File: src/rtl/spi_pkg.sv
// rtl/spi_pkg.sv - shared types and constants for the SPI transfer sequencer
package spi_pkg;

    typedef enum logic [3:0] {
        S_INIT  = 4'b0001,
        S_IDLE  = 4'b0010,
        S_SETUP = 4'b0100,
        S_WAIT  = 4'b1000
    } state_t;

    localparam int TIMER_W     = 16;
    localparam int SYNC_STAGES = 2;
    localparam int INIT_CYCLES = 3;

endpackage

File: src/rtl/spi_sync_fifo.sv
// rtl/spi_sync_fifo.sv - show-ahead synchronous FIFO with occupancy level
module spi_sync_fifo #(
    parameter int W  = 8,
    parameter int AW = 2
) (
    input  logic          clk_i,
    input  logic          rst_ni,
    input  logic          push_i,
    input  logic [W-1:0]  wdata_i,
    input  logic          pop_i,
    output logic [W-1:0]  rdata_o,
    output logic          full_o,
    output logic          empty_o,
    output logic [AW:0]   level_o
);

    localparam int DEPTH = 1 << AW;

    logic [W-1:0]  mem_q [DEPTH];
    logic [AW-1:0] wr_ptr_q, wr_ptr_d;
    logic [AW-1:0] rd_ptr_q, rd_ptr_d;
    logic [AW:0]   level_q, level_d;
    logic          do_push, do_pop;

    assign full_o  = (level_q == (AW+1)'(DEPTH));
    assign empty_o = (level_q == '0);
    assign level_o = level_q;
    assign do_push = push_i & ~full_o;
    assign do_pop  = pop_i & ~empty_o;
    // Head is forced to zero when empty so the output never shows stale storage.
    assign rdata_o = empty_o ? '0 : mem_q[rd_ptr_q];

    always_comb begin
        wr_ptr_d = wr_ptr_q;
        rd_ptr_d = rd_ptr_q;
        level_d  = level_q;
        if (do_push) begin
            wr_ptr_d = wr_ptr_q + 1'b1;
        end
        if (do_pop) begin
            rd_ptr_d = rd_ptr_q + 1'b1;
        end
        case ({do_push, do_pop})
            2'b10:   level_d = level_q + 1'b1;
            2'b01:   level_d = level_q - 1'b1;
            default: level_d = level_q;
        endcase
    end

    always_ff @(posedge clk_i or negedge rst_ni) begin
        if (!rst_ni) begin
            wr_ptr_q <= '0;
            rd_ptr_q <= '0;
            level_q  <= '0;
        end else begin
            wr_ptr_q <= wr_ptr_d;
            rd_ptr_q <= rd_ptr_d;
            level_q  <= level_d;
        end
    end

    always_ff @(posedge clk_i) begin
        if (do_push) begin
            mem_q[wr_ptr_q] <= wdata_i;
        end
    end

endmodule

File: src/rtl/spi_xfer_sequencer.sv
// rtl/spi_xfer_sequencer.sv - buffers words and drives the SPI master's toggle handshake
module spi_xfer_sequencer
    import spi_pkg::*;
#(
    parameter int TRAN_WIDTH     = 8,
    parameter int FIFO_AW        = 2,
    parameter int TIMEOUT_CYCLES = 4095
) (
    input  logic                  c_Clk_High,
    input  logic                  i_Rst_n,
    input  logic                  i_Tx_Valid,
    input  logic [TRAN_WIDTH-1:0] i_Tx_Data,
    output logic                  o_Tx_Ready,
    output logic                  o_Rx_Valid,
    output logic [TRAN_WIDTH-1:0] o_Rx_Data,
    input  logic                  i_Rx_Ready,
    output logic [FIFO_AW:0]      o_Tx_Level,
    output logic [FIFO_AW:0]      o_Rx_Level,
    output logic                  o_Busy,
    output logic                  o_Timeout_Err,
    input  logic                  i_Err_Clear,
    output logic                  o_SPI_Send_Sync,
    output logic [TRAN_WIDTH-1:0] o_SPI_Send_Data,
    input  logic                  i_SPI_Receive_Sync,
    input  logic [TRAN_WIDTH-1:0] i_SPI_Receive_Data
);

    localparam logic [TIMER_W-1:0] TIMEOUT_VAL = TIMER_W'(TIMEOUT_CYCLES);

    state_t                  state_q, state_d;
    logic [1:0]              init_cnt_q, init_cnt_d;
    logic [SYNC_STAGES-1:0]  sync_q;
    logic                    sync_s2;
    logic                    ref_q, ref_d;
    logic [TIMER_W-1:0]      timer_q, timer_d;
    logic                    send_sync_q, send_sync_d;
    logic [TRAN_WIDTH-1:0]   send_data_q, send_data_d;
    logic                    err_q, err_d;
    logic                    busy_q;

    logic                    tx_push, tx_pop, tx_full, tx_empty;
    logic [TRAN_WIDTH-1:0]   tx_head;
    logic                    rx_push, rx_full, rx_empty;

    assign sync_s2 = sync_q[SYNC_STAGES-1];

    // TX intake stays closed while the FSM is still initialising.
    assign o_Tx_Ready      = ~tx_full & (state_q != S_INIT);
    assign tx_push         = i_Tx_Valid & o_Tx_Ready;
    assign o_Rx_Valid      = ~rx_empty;
    assign o_Busy          = busy_q;
    assign o_Timeout_Err   = err_q;
    assign o_SPI_Send_Sync = send_sync_q;
    assign o_SPI_Send_Data = send_data_q;

    spi_sync_fifo #(.W(TRAN_WIDTH), .AW(FIFO_AW)) u_tx_fifo (
        .clk_i   (c_Clk_High),
        .rst_ni  (i_Rst_n),
        .push_i  (tx_push),
        .wdata_i (i_Tx_Data),
        .pop_i   (tx_pop),
        .rdata_o (tx_head),
        .full_o  (tx_full),
        .empty_o (tx_empty),
        .level_o (o_Tx_Level)
    );

    spi_sync_fifo #(.W(TRAN_WIDTH), .AW(FIFO_AW)) u_rx_fifo (
        .clk_i   (c_Clk_High),
        .rst_ni  (i_Rst_n),
        .push_i  (rx_push),
        .wdata_i (i_SPI_Receive_Data),
        .pop_i   (i_Rx_Ready),
        .rdata_o (o_Rx_Data),
        .full_o  (rx_full),
        .empty_o (rx_empty),
        .level_o (o_Rx_Level)
    );

    always_comb begin
        state_d     = state_q;
        init_cnt_d  = init_cnt_q;
        ref_d       = ref_q;
        timer_d     = timer_q;
        send_sync_d = send_sync_q;
        send_data_d = send_data_q;
        err_d       = err_q;
        tx_pop      = 1'b0;
        rx_push     = 1'b0;

        if (i_Err_Clear) begin
            err_d = 1'b0;
        end

        case (state_q)
            S_INIT: begin
                ref_d = sync_s2;
                if (init_cnt_q == 2'(INIT_CYCLES - 1)) begin
                    state_d = S_IDLE;
                end else begin
                    init_cnt_d = init_cnt_q + 1'b1;
                end
            end
            S_IDLE: begin
                // Tracking the synchroniser here swallows any stale or late toggle.
                ref_d = sync_s2;
                if (!tx_empty && !rx_full) begin
                    tx_pop      = 1'b1;
                    send_data_d = tx_head;
                    state_d     = S_SETUP;
                end
            end
            S_SETUP: begin
                send_sync_d = ~send_sync_q;
                timer_d     = '0;
                state_d     = S_WAIT;
            end
            S_WAIT: begin
                // Compare the post-increment count: fires after TIMEOUT_CYCLES wait cycles.
                timer_d = timer_q + TIMER_W'(1);
                if (sync_s2 != ref_q) begin
                    rx_push = 1'b1;
                    ref_d   = sync_s2;
                    state_d = S_IDLE;
                end else if (timer_d == TIMEOUT_VAL) begin
                    err_d   = 1'b1;
                    state_d = S_IDLE;
                end
            end
            default: begin
                state_d = S_INIT;
            end
        endcase
    end

    always_ff @(posedge c_Clk_High or negedge i_Rst_n) begin
        if (!i_Rst_n) begin
            state_q     <= S_INIT;
            init_cnt_q  <= '0;
            sync_q      <= '0;
            ref_q       <= 1'b0;
            timer_q     <= '0;
            send_sync_q <= 1'b0;
            send_data_q <= '0;
            err_q       <= 1'b0;
            busy_q      <= 1'b0;
        end else begin
            state_q     <= state_d;
            init_cnt_q  <= init_cnt_d;
            sync_q      <= {sync_q[SYNC_STAGES-2:0], i_SPI_Receive_Sync};
            ref_q       <= ref_d;
            timer_q     <= timer_d;
            send_sync_q <= send_sync_d;
            send_data_q <= send_data_d;
            err_q       <= err_d;
            busy_q      <= (state_d != S_IDLE);
        end
    end

endmodule

File: config.mk
export PLATFORM = sky130hd
export DESIGN_NAME = spi_xfer_sequencer
export DESIGN_NICKNAME = d
export VERILOG_FILES = /design/src/rtl/spi_pkg.sv /design/src/rtl/spi_sync_fifo.sv /design/src/rtl/spi_xfer_sequencer.sv
export SDC_FILE = /design/constraint.sdc
export NUM_CORES = 1
export LEC_CHECK = 0
export ABC_AREA = 0
export CORE_MARGIN = 5
export CORE_UTILIZATION = 57
export CTS_CLUSTER_DIAMETER = 150
export CTS_CLUSTER_SIZE = 28
export DETAILED_ROUTE_END_ITERATION = 8
export PLACE_DENSITY = 0.81
export SKIP_CTS_REPAIR_TIMING = 1
export SLEW_MARGIN = 10
export SYNTH_ARGS = -nofsm -noshare
export SYNTH_HDL_FRONTEND = slang
export SYNTH_SLANG_ARGS = --single-unit
File: constraint.sdc
create_clock -name c_Clk_High -period 3.5 [get_ports c_Clk_High]
set_input_delay 0.35 -clock c_Clk_High [delete_from_list [all_inputs] [get_ports c_Clk_High]]
set_output_delay 0.35 -clock c_Clk_High [all_outputs]
set_load 0.02 [all_outputs]
==> results of run 1 <==
-- layer usage --
| layer | track usage (%) | up-vias | part of all wire (%) |
|---|---|---|---|
| li1 | - | 1482 | - |
| met1 | 23.76 | 1606 | 41 |
| met2 | 34.07 | 96 | 52 |
| met3 | 4.562 | 24 | 5.0 |
| met4 | 8.219 | 0 | 2.0 |
| met5 | 0 | - | 0 |
-- how the worst max path moves through the flow --
stage | start | end | slack [ps] | cells after the start
final | u_rx_fifo.rd_ptr_q[0] | o_Rx_Data[0] | 580 | 3
after floorplan | state_q[0] | u_tx_fifo.level_o[2] | 790 | 11
after CTS | u_rx_fifo.rd_ptr_q[0] | o_Rx_Data[0] | 540 | 3
after detailed placement | state_q[3] | u_rx_fifo.level_o[2] | 810 | 11
after global routing | u_rx_fifo.rd_ptr_q[0] | o_Rx_Data[0] | 460 | 3
after global placement | state_q[1] | u_rx_fifo.level_o[2] | 900 | 11
-- cells by family (layout without fill, tap and decap cells) --
| logic type | count (synthesis) | after routing |
|---|---|---|
| AO/OA/AOI/OAI | 56 | 56 |
| XOR/XNOR | 25 | 25 |
| adder cells (fa/ha/maj) | 15 | 15 |
| buffers and inverters | 36 | 101 |
| flip-flops | 114 | 114 |
| multiplexers | 26 | 26 |
| AND/OR/NAND/NOR | 101 | 101 |
-- state kept, by name (all words and copies together) (netlist names), 2 cells and up --
register            cells
timer_q                16
u_tx_fifo.level_o       3
init_cnt_q              2
u_rx_fifo.mem_q        32
u_tx_fifo.mem_q        32
sync_q                  2
u_rx_fifo.wr_ptr_q      2
u_rx_fifo.level_o       3
state_q                 4
u_rx_fifo.rd_ptr_q      2
o_SPI_Send_Data         8
u_tx_fifo.wr_ptr_q      2
u_tx_fifo.rd_ptr_q      2
-- power by group --
group          switching [uW]  internal, uW
registers                 311          1690
clock network             605          1010
logic                     744           790
total                    1660          3490
-- area by class of cell --
cell class / instances / area, um2 / share of cell area, %
clock inverters: 12 / 135.1 / 2.166
well taps: 108 / 135.1 / 2.166
inverters: 16 / 60.06 / 0.9625
repair buffers: 53 / 513.0 / 8.221
flip-flops and latches: 114 / 3174 / 50.87
multi-input cells: 223 / 1797 / 28.79
clock buffers: 20 / 425.4 / 6.818
-- stage by stage --
stage | utilization (%) | hold slack, ps | instances | cell area (um2) | total power [uW]
after floorplan | - | 54.41 | 373 | 5114 | 2931
after global placement | 65.12 | 337.8 | 514 | 5679 | 3467
after detailed placement | 65.12 | 352.8 | 514 | 5679 | 3553
after CTS | 71.55 | -38.93 | 546 | 6240 | 5198
after global routing | 71.55 | 2.383 | 546 | 6240 | 5420
final | 71.55 | -59.65 | 546 | 6240 | 5155
-- synthesized netlist by cell type, drive strengths merged (2+ instances only) --
library cell,number
edfxtp,64
dfrtp,49
o21ai,30
nand2,20
inv,16
mux4,16
nor2,16
ha,13
xnor2,13
xor2,12
and2,11
and3,11
buf,10
clkbuf,10
nand4,9
a21oi,8
mux2,8
nand3,7
a31oi,5
nor3,5
a211oi,4
nand2b,4
nor4,4
nor4b,4
o31ai,4
or3,3
fa,2
mux2i,2
nor2b,2
o22ai,2
==> metrics.txt, run 1 <==
result of the run=finished, violations left; Fmax achieved=342.3 MHz; Routed Antenna Nets=0; RSZ-0062 raised after global routing=false; DR vias=3208; commonest non-fill, non-tap cell in the layout=edfxtp_1; placed wire-length estimate=6.687 mm; min setup slack post-route=578.7 ps; setup TNS=0 ps; startpoint types=flip-flop; antenna fix cells=0; fin nets=462; period utilization=83.47%; CTS max path bufs=2; post-synthesis sequential area ratio=62.07%; Hold WS=-59.65 ps; DR DRC count=0; Synth cell types=48; R2R setup slack=760 ps; max_cap viols=0; crit path DAT=2570 ps; mux contribution to synthesized area=9.200%; Net Count, Synth=410; Layout area overhead=22.02%; Synth Area in Compound Gates=6.264%; failing checks=negative hold slack; static leakage power=0.002376 uW; Hold/Removal Path Class=primary input to async pin; Yosys reg bits=114; Slowest-stage cell, CP=dfrtp_1; Syn Area/Cell=13.71 um2; total grt overflow=0; CTS tree=yes; FF-to-FF path depth=11; Final setup viols=0; Post-synth ARST share=43.86%; core area=8721 um2; worst skew pair latency=510 ps; mapped cell area=5114 um2; Fin. Hold Viols=35; Port-buffer cells=48; drt pass-1 iters=4; slew at the pin closest to its max-slew limit=938.3 ps; Synth area leaders=edfxtp_1 38%, dfrtp_1 24%, mux4_2 7.0%; Setup WS pre-CTS=809.1 ps; Crit path max-delay family=flip-flops; # clock sinks=114; share of cells above drive strength 1=13.70%; adder-cell share of the synthesized area=3.964%; H-tree depth=4; IO Count=49; Max-slew headroom=37.21%; Fillers=554; ys flop type=edfxtp_1; crit path kind=flip-flop to primary output; RR Endpoint=u_rx_fifo.level_o[2]; Slew Viols, Final=0; Post-Synth Simple-Gate Area=11.16%; Iteration-0 DRC Markers=118; largest net degree at the start of global routing=37; CP Buf/Inv Count=1; die height=104.7 um; DR vias/cell=5.875; first-pass GRT wire length=17.03 mm; WL final=10.17 mm; Fin Clk Skew=8.590 ps; number of global-route vias before repair=3391; most frequent cells in the layout=64 x edfxtp_1, 49 x dfrtp_1, 47 x clkdlybuf4s50_1; YS warnings=0; clock slew at reported path FFs=60 ps; num rows=34; crit-path cells=mux4_2, and2_1, clkdlybuf4s50_1; area leader, netlist=edfxtp_1; total track usage=19.69%; main combinational cell family by area after synthesis=simple AND/OR/NAND/NOR gates; drt wl/cell=18.62 um; CTS buffer count=17; Max Fanout on Critical Path=10; Synth top area share=37.58%; crit-path max cell delay=730 ps; Initial Util=58.64%; initial antenna violation count=0; worst r2r src=state_q[3]; Syn Inst Count=373; Period minus WS final=2921 ps; worst path required time=3150 ps; number of enable flip-flop cells after synthesis=64; Die Span X=104.7 um; P per Cell Area=826.1 nW/um2; VDD IR max=515.3 uV; die area=10970 um2; Synth Area in XOR/XNOR=4.429%; clock root buffer=clkbuf_8; Critical Path End Type=primary output; RD Place Congestion=0.8638
(Power assumes the default switching activity.)
==> run 2, diff against run 1 <==
clock period = 2.7 ns   (was 3.5 ns; I/O delays follow)
==> run 2 against run 1 <==
The run now ends clean. Hold slack better by 310 ps. Clock power up 38%. Non-clock buffer count up 8. Clock skew up 3.1 ps. Design area up 1.8%. First-iteration DRC count up 67%. Core utilization up 1.3 points. Clock-buffer cell count down 2. Combinational power up 41%. Sequential cell count unchanged. Power up 34%. Critical path type is now flip-flop to flip-flop. Largest cell class unchanged. Largest power group unchanged.
==> metrics.txt, run 2 (synthesis results as in run 1) <==
result of the run=finished clean (was finished, violations left); total track usage=20.62% (was 19.69%); Sw Share=32.22% (was 32.20%); fin nets=470 (was 462); DR vias/cell=5.883 (was 5.875); num rows=34 (unchanged); largest registers=u_rx_fifo.mem_q: 32 flops, u_tx_fifo.mem_q: 32 flops, timer_q: 16 flops (unchanged); Period minus WS final=2562 ps; Comb power frac=31.1% (was 29.8%); Fmax achieved=390.3 MHz; clock slew at reported path FFs=60 ps (about the same); drt pass-1 iters=5 (was 4); P per Cell Area=1087 nW/um2 (was 826.1 nW/um2); Iteration-0 DRC Markers=197 (was 118); WL final=10.60 mm (was 10.17 mm); worst path required time=3120 ps (was 3150 ps); Slew Viols, Final=0 (unchanged); crit-path cells=buf_4, or4b_1, nor2_2, and2_1, inv_1, ha_1, inv_1, fa_1, mux2i_1 (was mux4_2, and2_1, clkdlybuf4s50_1); Finished Layout Cells=554 (was 546); Die Span X=104.7 um (unchanged); Hold/Removal Path Class=primary input to flip-flop (was primary input to async pin); IO Count=49 (unchanged); period utilization=94.88%; total grt overflow=0 (unchanged); min setup slack post-route=138.2 ps (was 578.7 ps); worst skew pair latency=510 ps (about the same); Layout area overhead=24.27% (was 22.02%); placed wire-length estimate=6.743 mm (was 6.687 mm); DR DRC count=0 (unchanged); commonest non-fill, non-tap cell in the layout=edfxtp_1 (unchanged); Critical Path End Type=flip-flop (was primary output); Fin Clk Skew=11.65 ps (was 8.590 ps); first-pass GRT wire length=17.86 mm (was 17.03 mm); setup TNS=0 ps (unchanged); # clock sinks=114 (unchanged); most frequent cells in the layout=64 x edfxtp_1, 48 x dfrtp_1, 47 x clkdlybuf4s50_1 (was 64 x edfxtp_1, 49 x dfrtp_1, 47 x clkdlybuf4s50_1); H-tree depth=4 (unchanged); P_sw=2226 uW (was 1660 uW); max_cap viols=0 (unchanged); RSZ-0062 raised after global routing=false (unchanged); crit path kind=flip-flop to flip-flop (was flip-flop to primary output); crit path DAT=2990 ps (was 2570 ps); die height=104.7 um (unchanged); share of cells above drive strength 1=15.92% (was 13.70%); Inst Count DP=520 (was 514); CTS max path bufs=2 (unchanged); Max-slew headroom=29.08% (was 37.21%); Setup WS pre-CTS=183.0 ps (was 809.1 ps); final core occ=72.87% (was 71.55%); register share of total power=36.6% (was 38.8%); core area=8721 um2 (unchanged); initial antenna violation count=0 (unchanged); Fin. Hold Viols=0 (was 35); Slowest-stage cell, CP=or4b_1 (was dfrtp_1); die area=10970 um2 (unchanged); placed cell area=5731 um2 (was 5679 um2); slew at the pin closest to its max-slew limit=1060 ps (was 938.3 ps); drt wl/cell=19.13 um (was 18.62 um); RD Place Congestion=0.8344 (was 0.8638); VDD IR max=820.4 uV (was 515.3 uV); cell area after layout=6355 um2 (was 6240 um2); Int Pwr=4684 uW (was 3495 uW); clock root buffer=clkbuf_8 (unchanged); startpoint types=flip-flop (unchanged); number of global-route vias before repair=3533 (was 3391); Initial Util=58.64% (unchanged); crit-path max cell delay=580 ps (was 730 ps); Port-buffer cells=48 (unchanged); clock network fraction of design power=32.3% (was 31.4%); largest net degree at the start of global routing=32 (was 37); CTS tree=yes (unchanged); DR vias=3259 (was 3208); static leakage power=0.002442 uW (was 0.002376 uW); Final setup viols=0 (unchanged); Most Frequent Cell on Critical Path=inv_1; Max Fanout on Critical Path=8 (was 10); Routed Antenna Nets=0 (unchanged); CTS buffer count=17 (unchanged); antenna fix cells=0 (unchanged)
==> run 2: final cells by class <==
| cell class | count | area, um2 |
|---|---|---|
| fillers | 525 | 2366 |
| flip-flops and latches | 114 | 3176 |
| inverters | 16 | 60.06 |
| multi-input cells | 223 | 1812 |
| repair buffers | 61 | 575.6 |
| clock buffers | 18 | 417.9 |
| clock inverters | 14 | 178.9 |
| well taps | 108 | 135.1 |
==> run 2: power groups by stage <==
stage / logic [uW] / registers, uW / clock network (uW)
floorplan: 1290 / 2520 / 0
global placement: 2010 / 2530 / 0
detailed placement: 2090 / 2560 / 0
CTS: 2140 / 2530 / 2250
global route: 2350 / 2580 / 2340
finish: 2150 / 2530 / 2230
==> run 2: through the flow <==
| step | hold WS [ps] | total power, uW |
|---|---|---|
| finish | 247.0 | 6911 |
| global route | 236.3 | 7270 |
| CTS | -166.0 | 6923 |
| detailed placement | 346.5 | 4648 |
| global placement | 345.0 | 4545 |
| floorplan | -25.59 | 3807 |
==> run 2: path summary, 6_finish.rpt <==
path / slack, ps / to / from / cells past startpoint
min in group asynchronous: 370 / timer_q[0] / i_Rst_n / 2
max reg2reg: 140 / u_rx_fifo.level_o[1] / state_q[0] / 9
min: 250 / sync_q[0] / i_SPI_Receive_Sync / 1
max in group asynchronous: 1610 / state_q[0] / i_Rst_n / 3
max: 140 / u_rx_fifo.level_o[1] / state_q[0] / 9
min reg2reg: 350 / sync_q[1] / sync_q[0] / 0
==> run 2: critical path: cells and delay by family, from the launching register on <==
kind / cells / cell delay, ps
simple gates: 3 / 1000
fa+ha+maj: 2 / 620
flops: 1 / 400
buf+inv: 3 / 290
mux: 1 / 160
==> run 2: layer usage <==
metal / GRT usage (%) / up-vias / share of wire (%)
li1: - / 1499 / -
met1: 25.26 / 1607 / 41
met2: 34.39 / 127 / 52
met3: 6.042 / 26 / 6.1
met4: 8.493 / 0 / 1.8
met5: 0 / - / 0
==> run 3, diff against run 2 <==
CELL_PAD_IN_SITES_DETAIL_PLACEMENT = 0   (was unset)
CELL_PAD_IN_SITES_GLOBAL_PLACEMENT = 1   (was unset)
CORE_ASPECT_RATIO = 1.1   (was unset)
CORE_UTILIZATION = 47   (was 57)
PLACE_DENSITY = 0.8   (was 0.81)
==> run 3 against run 2 <==
Sequential power hardly changed. Setup slack worse by 11 ps. Critical path depth is 5 lower. Fmax is 0.44% lower. First-iteration DRC count is 32% lower. Clock skew is 4.5 ps lower. Clock-buffer cell count is 3 higher. Register-to-register slack better by 130 ps. Core utilization is 14 points lower. Non-clock buffer count is 1 lower. Final cell count is 6.9% higher. Via count is 4.0% lower. Critical endpoint is now o_Rx_Data[0]. Largest power group unchanged.
==> metrics.txt, run 3 (synthesis results as in run 1) <==
crit path DAT=2300 ps (was 2990 ps); drt pass-1 iters=5 (unchanged); period utilization=95.30% (was 94.88%); Final setup viols=0 (unchanged); largest registers=u_rx_fifo.mem_q: 32 flops, u_tx_fifo.mem_q: 32 flops, timer_q: 16 flops (unchanged); CTS max path bufs=2 (unchanged); max_cap viols=0 (unchanged); Hold WS=310.3 ps (was 247.0 ps); Fin. Hold Viols=0 (unchanged); startpoint types=flip-flop (unchanged); result of the run=finished clean (unchanged); Design Power=6659 uW (was 6911 uW); setup TNS=0 ps (unchanged); P per Cell Area=1049 nW/um2 (was 1087 nW/um2); die height=119.4 um (was 104.7 um); crit path from=u_rx_fifo.rd_ptr_q[0] (was state_q[0]); R2R setup slack=270 ps (was 140 ps); IO Count=49 (unchanged); crit-path cells=buf_4, mux4_2, and2_1, clkdlybuf4s50_1 (was buf_4, or4b_1, nor2_2, and2_1, inv_1, ha_1, inv_1, fa_1, mux2i_1); Initial Util=47.30% (was 58.64%); Critical Path End Type=primary output (was flip-flop); antenna fix cells=0 (unchanged); H-tree depth=4 (unchanged); crit path kind=flip-flop to primary output (was flip-flop to flip-flop); DR vias=3129 (was 3259); initial antenna violation count=0 (unchanged); core area=10810 um2 (was 8721 um2); CTS buffer count=17 (unchanged); Port-buffer cells=48 (unchanged); Fmax achieved=388.6 MHz (was 390.3 MHz); largest net degree at the start of global routing=23 (was 32); Hold/Removal Path Class=primary input to async pin (was primary input to flip-flop); total grt overflow=0 (unchanged); worst path required time=2430 ps (was 3120 ps); worst skew pair latency=400 ps (was 510 ps); Routed Antenna Nets=0 (unchanged); FF-to-FF path depth=10 (was 9); Layout area overhead=24.08% (was 24.27%); Fin Clk Skew=7.124 ps (was 11.65 ps); placed cell area=5779 um2 (was 5731 um2); cell area after layout=6345 um2 (was 6355 um2); Period minus WS final=2573 ps (was 2562 ps); WL final=9.621 mm (was 10.60 mm); static leakage power=0.002414 uW (was 0.002442 uW); num rows=40 (was 34); die area=13070 um2 (was 10970 um2); worst r2r src=state_q[0] (unchanged); Slowest-stage cell, CP=clkdlybuf4s50_1 (was or4b_1); Die Span X=109.5 um (was 104.7 um); crit path capture=o_Rx_Data[0] (was u_rx_fifo.level_o[1]); number of global-route vias before repair=3265 (was 3533); DR DRC count=0 (unchanged); RSZ-0062 raised after global routing=false (unchanged); CTS tree=yes (unchanged); total track usage=16.34% (was 20.62%); VDD IR max=727.5 uV (was 820.4 uV); crit-path max cell delay=530 ps (was 580 ps); clock root buffer=clkbuf_16 (was clkbuf_8); commonest non-fill, non-tap cell in the layout=edfxtp_1 (unchanged); DR vias/cell=5.285 (was 5.883); placed wire-length estimate=6.682 mm (was 6.743 mm); slew at the pin closest to its max-slew limit=593.0 ps (was 1060 ps); RR Endpoint=u_tx_fifo.level_o[2] (was u_rx_fifo.level_o[1]); first-pass GRT wire length=16.28 mm (was 17.86 mm); Max-slew headroom=60.47% (was 29.08%); clock slew at reported path FFs=50 ps (was 60 ps); Max Fanout on Critical Path=6 (was 8); share of cells above drive strength 1=14.61% (was 15.92%); Slew Viols, Final=0 (unchanged); Iteration-0 DRC Markers=134 (was 197); most frequent cells in the layout=64 x edfxtp_1, 49 x dfrtp_1, 47 x clkdlybuf4s50_1 (was 64 x edfxtp_1, 48 x dfrtp_1, 47 x clkdlybuf4s50_1); # clock sinks=114 (unchanged); RD Place Congestion=0.8014 (was 0.8344); drt wl/cell=16.25 um (was 19.13 um); fin nets=469 (was 470)
run 3: cell types whose count changed in the layout (fill, tap and decap cells not counted), moves of 3 or more:
cell and delta:
clkinv_4 -3, clkinv_2 +3, clkbuf_1 +3, inv_6 -3
run 3: worst max-delay path: cells and delay by family, from the launching register on:
family	cells	cell delay, ps
buf+inv	2	760
simple gates	1	160
mux	1	510
flops	1	470
run 3: power breakdown:
group	switching (uW)	internal (uW)
Combinational	977	1060
Sequential	346	2190
Clock	736	1340
Total	2060	4600
run 3: per-stage QoR:
step | utilization [%] | std cells | setup WS, ps
after global routing | 58.69 | 592 | 4.390
after floorplan | - | 373 | 99.33
after global placement | 53.46 | 559 | 345.1
after CTS | 58.60 | 591 | 82.47
final | 58.69 | 592 | 126.8
after detailed placement | 53.46 | 559 | 301.2
run 3: worst min-delay path by stage:
stage | start | endpoint | slack, ps | depth (start not counted)
2_1_floorplan | i_Rst_n | init_cnt_q[0] | -30 | 0
3_3_place_gp | i_Rst_n | o_SPI_Send_Data[4] | 190 | 1
3_5_place_dp | i_Rst_n | o_SPI_Send_Data[4] | 200 | 1
4_1_cts | i_Rst_n | o_SPI_Send_Data[4] | -230 | 1
5_1_grt | i_SPI_Receive_Sync | sync_q[0] | 300 | 1
6_report | i_Rst_n | o_SPI_Send_Data[4] | 310 | 2
run 3: cell type report:
| type | count | area, um2 |
|---|---|---|
| fill | 893 | 4466 |
| sequential | 114 | 3174 |
| multi-input combinational | 223 | 1803 |
| timing repair buffer | 60 | 568.0 |
| clock buffer | 21 | 440.4 |
| tap | 147 | 183.9 |
| clock inverter | 11 | 115.1 |
| inverter | 16 | 60.06 |
run 3: routing by layer:
layer	track usage [%]	share of wire, %	vias up
met5	0	0	-
met4	5.846	1.4	0
met3	5.312	4.5	12
met2	26.37	51	69
met1	20.50	43	1546
li1	-	-	1502
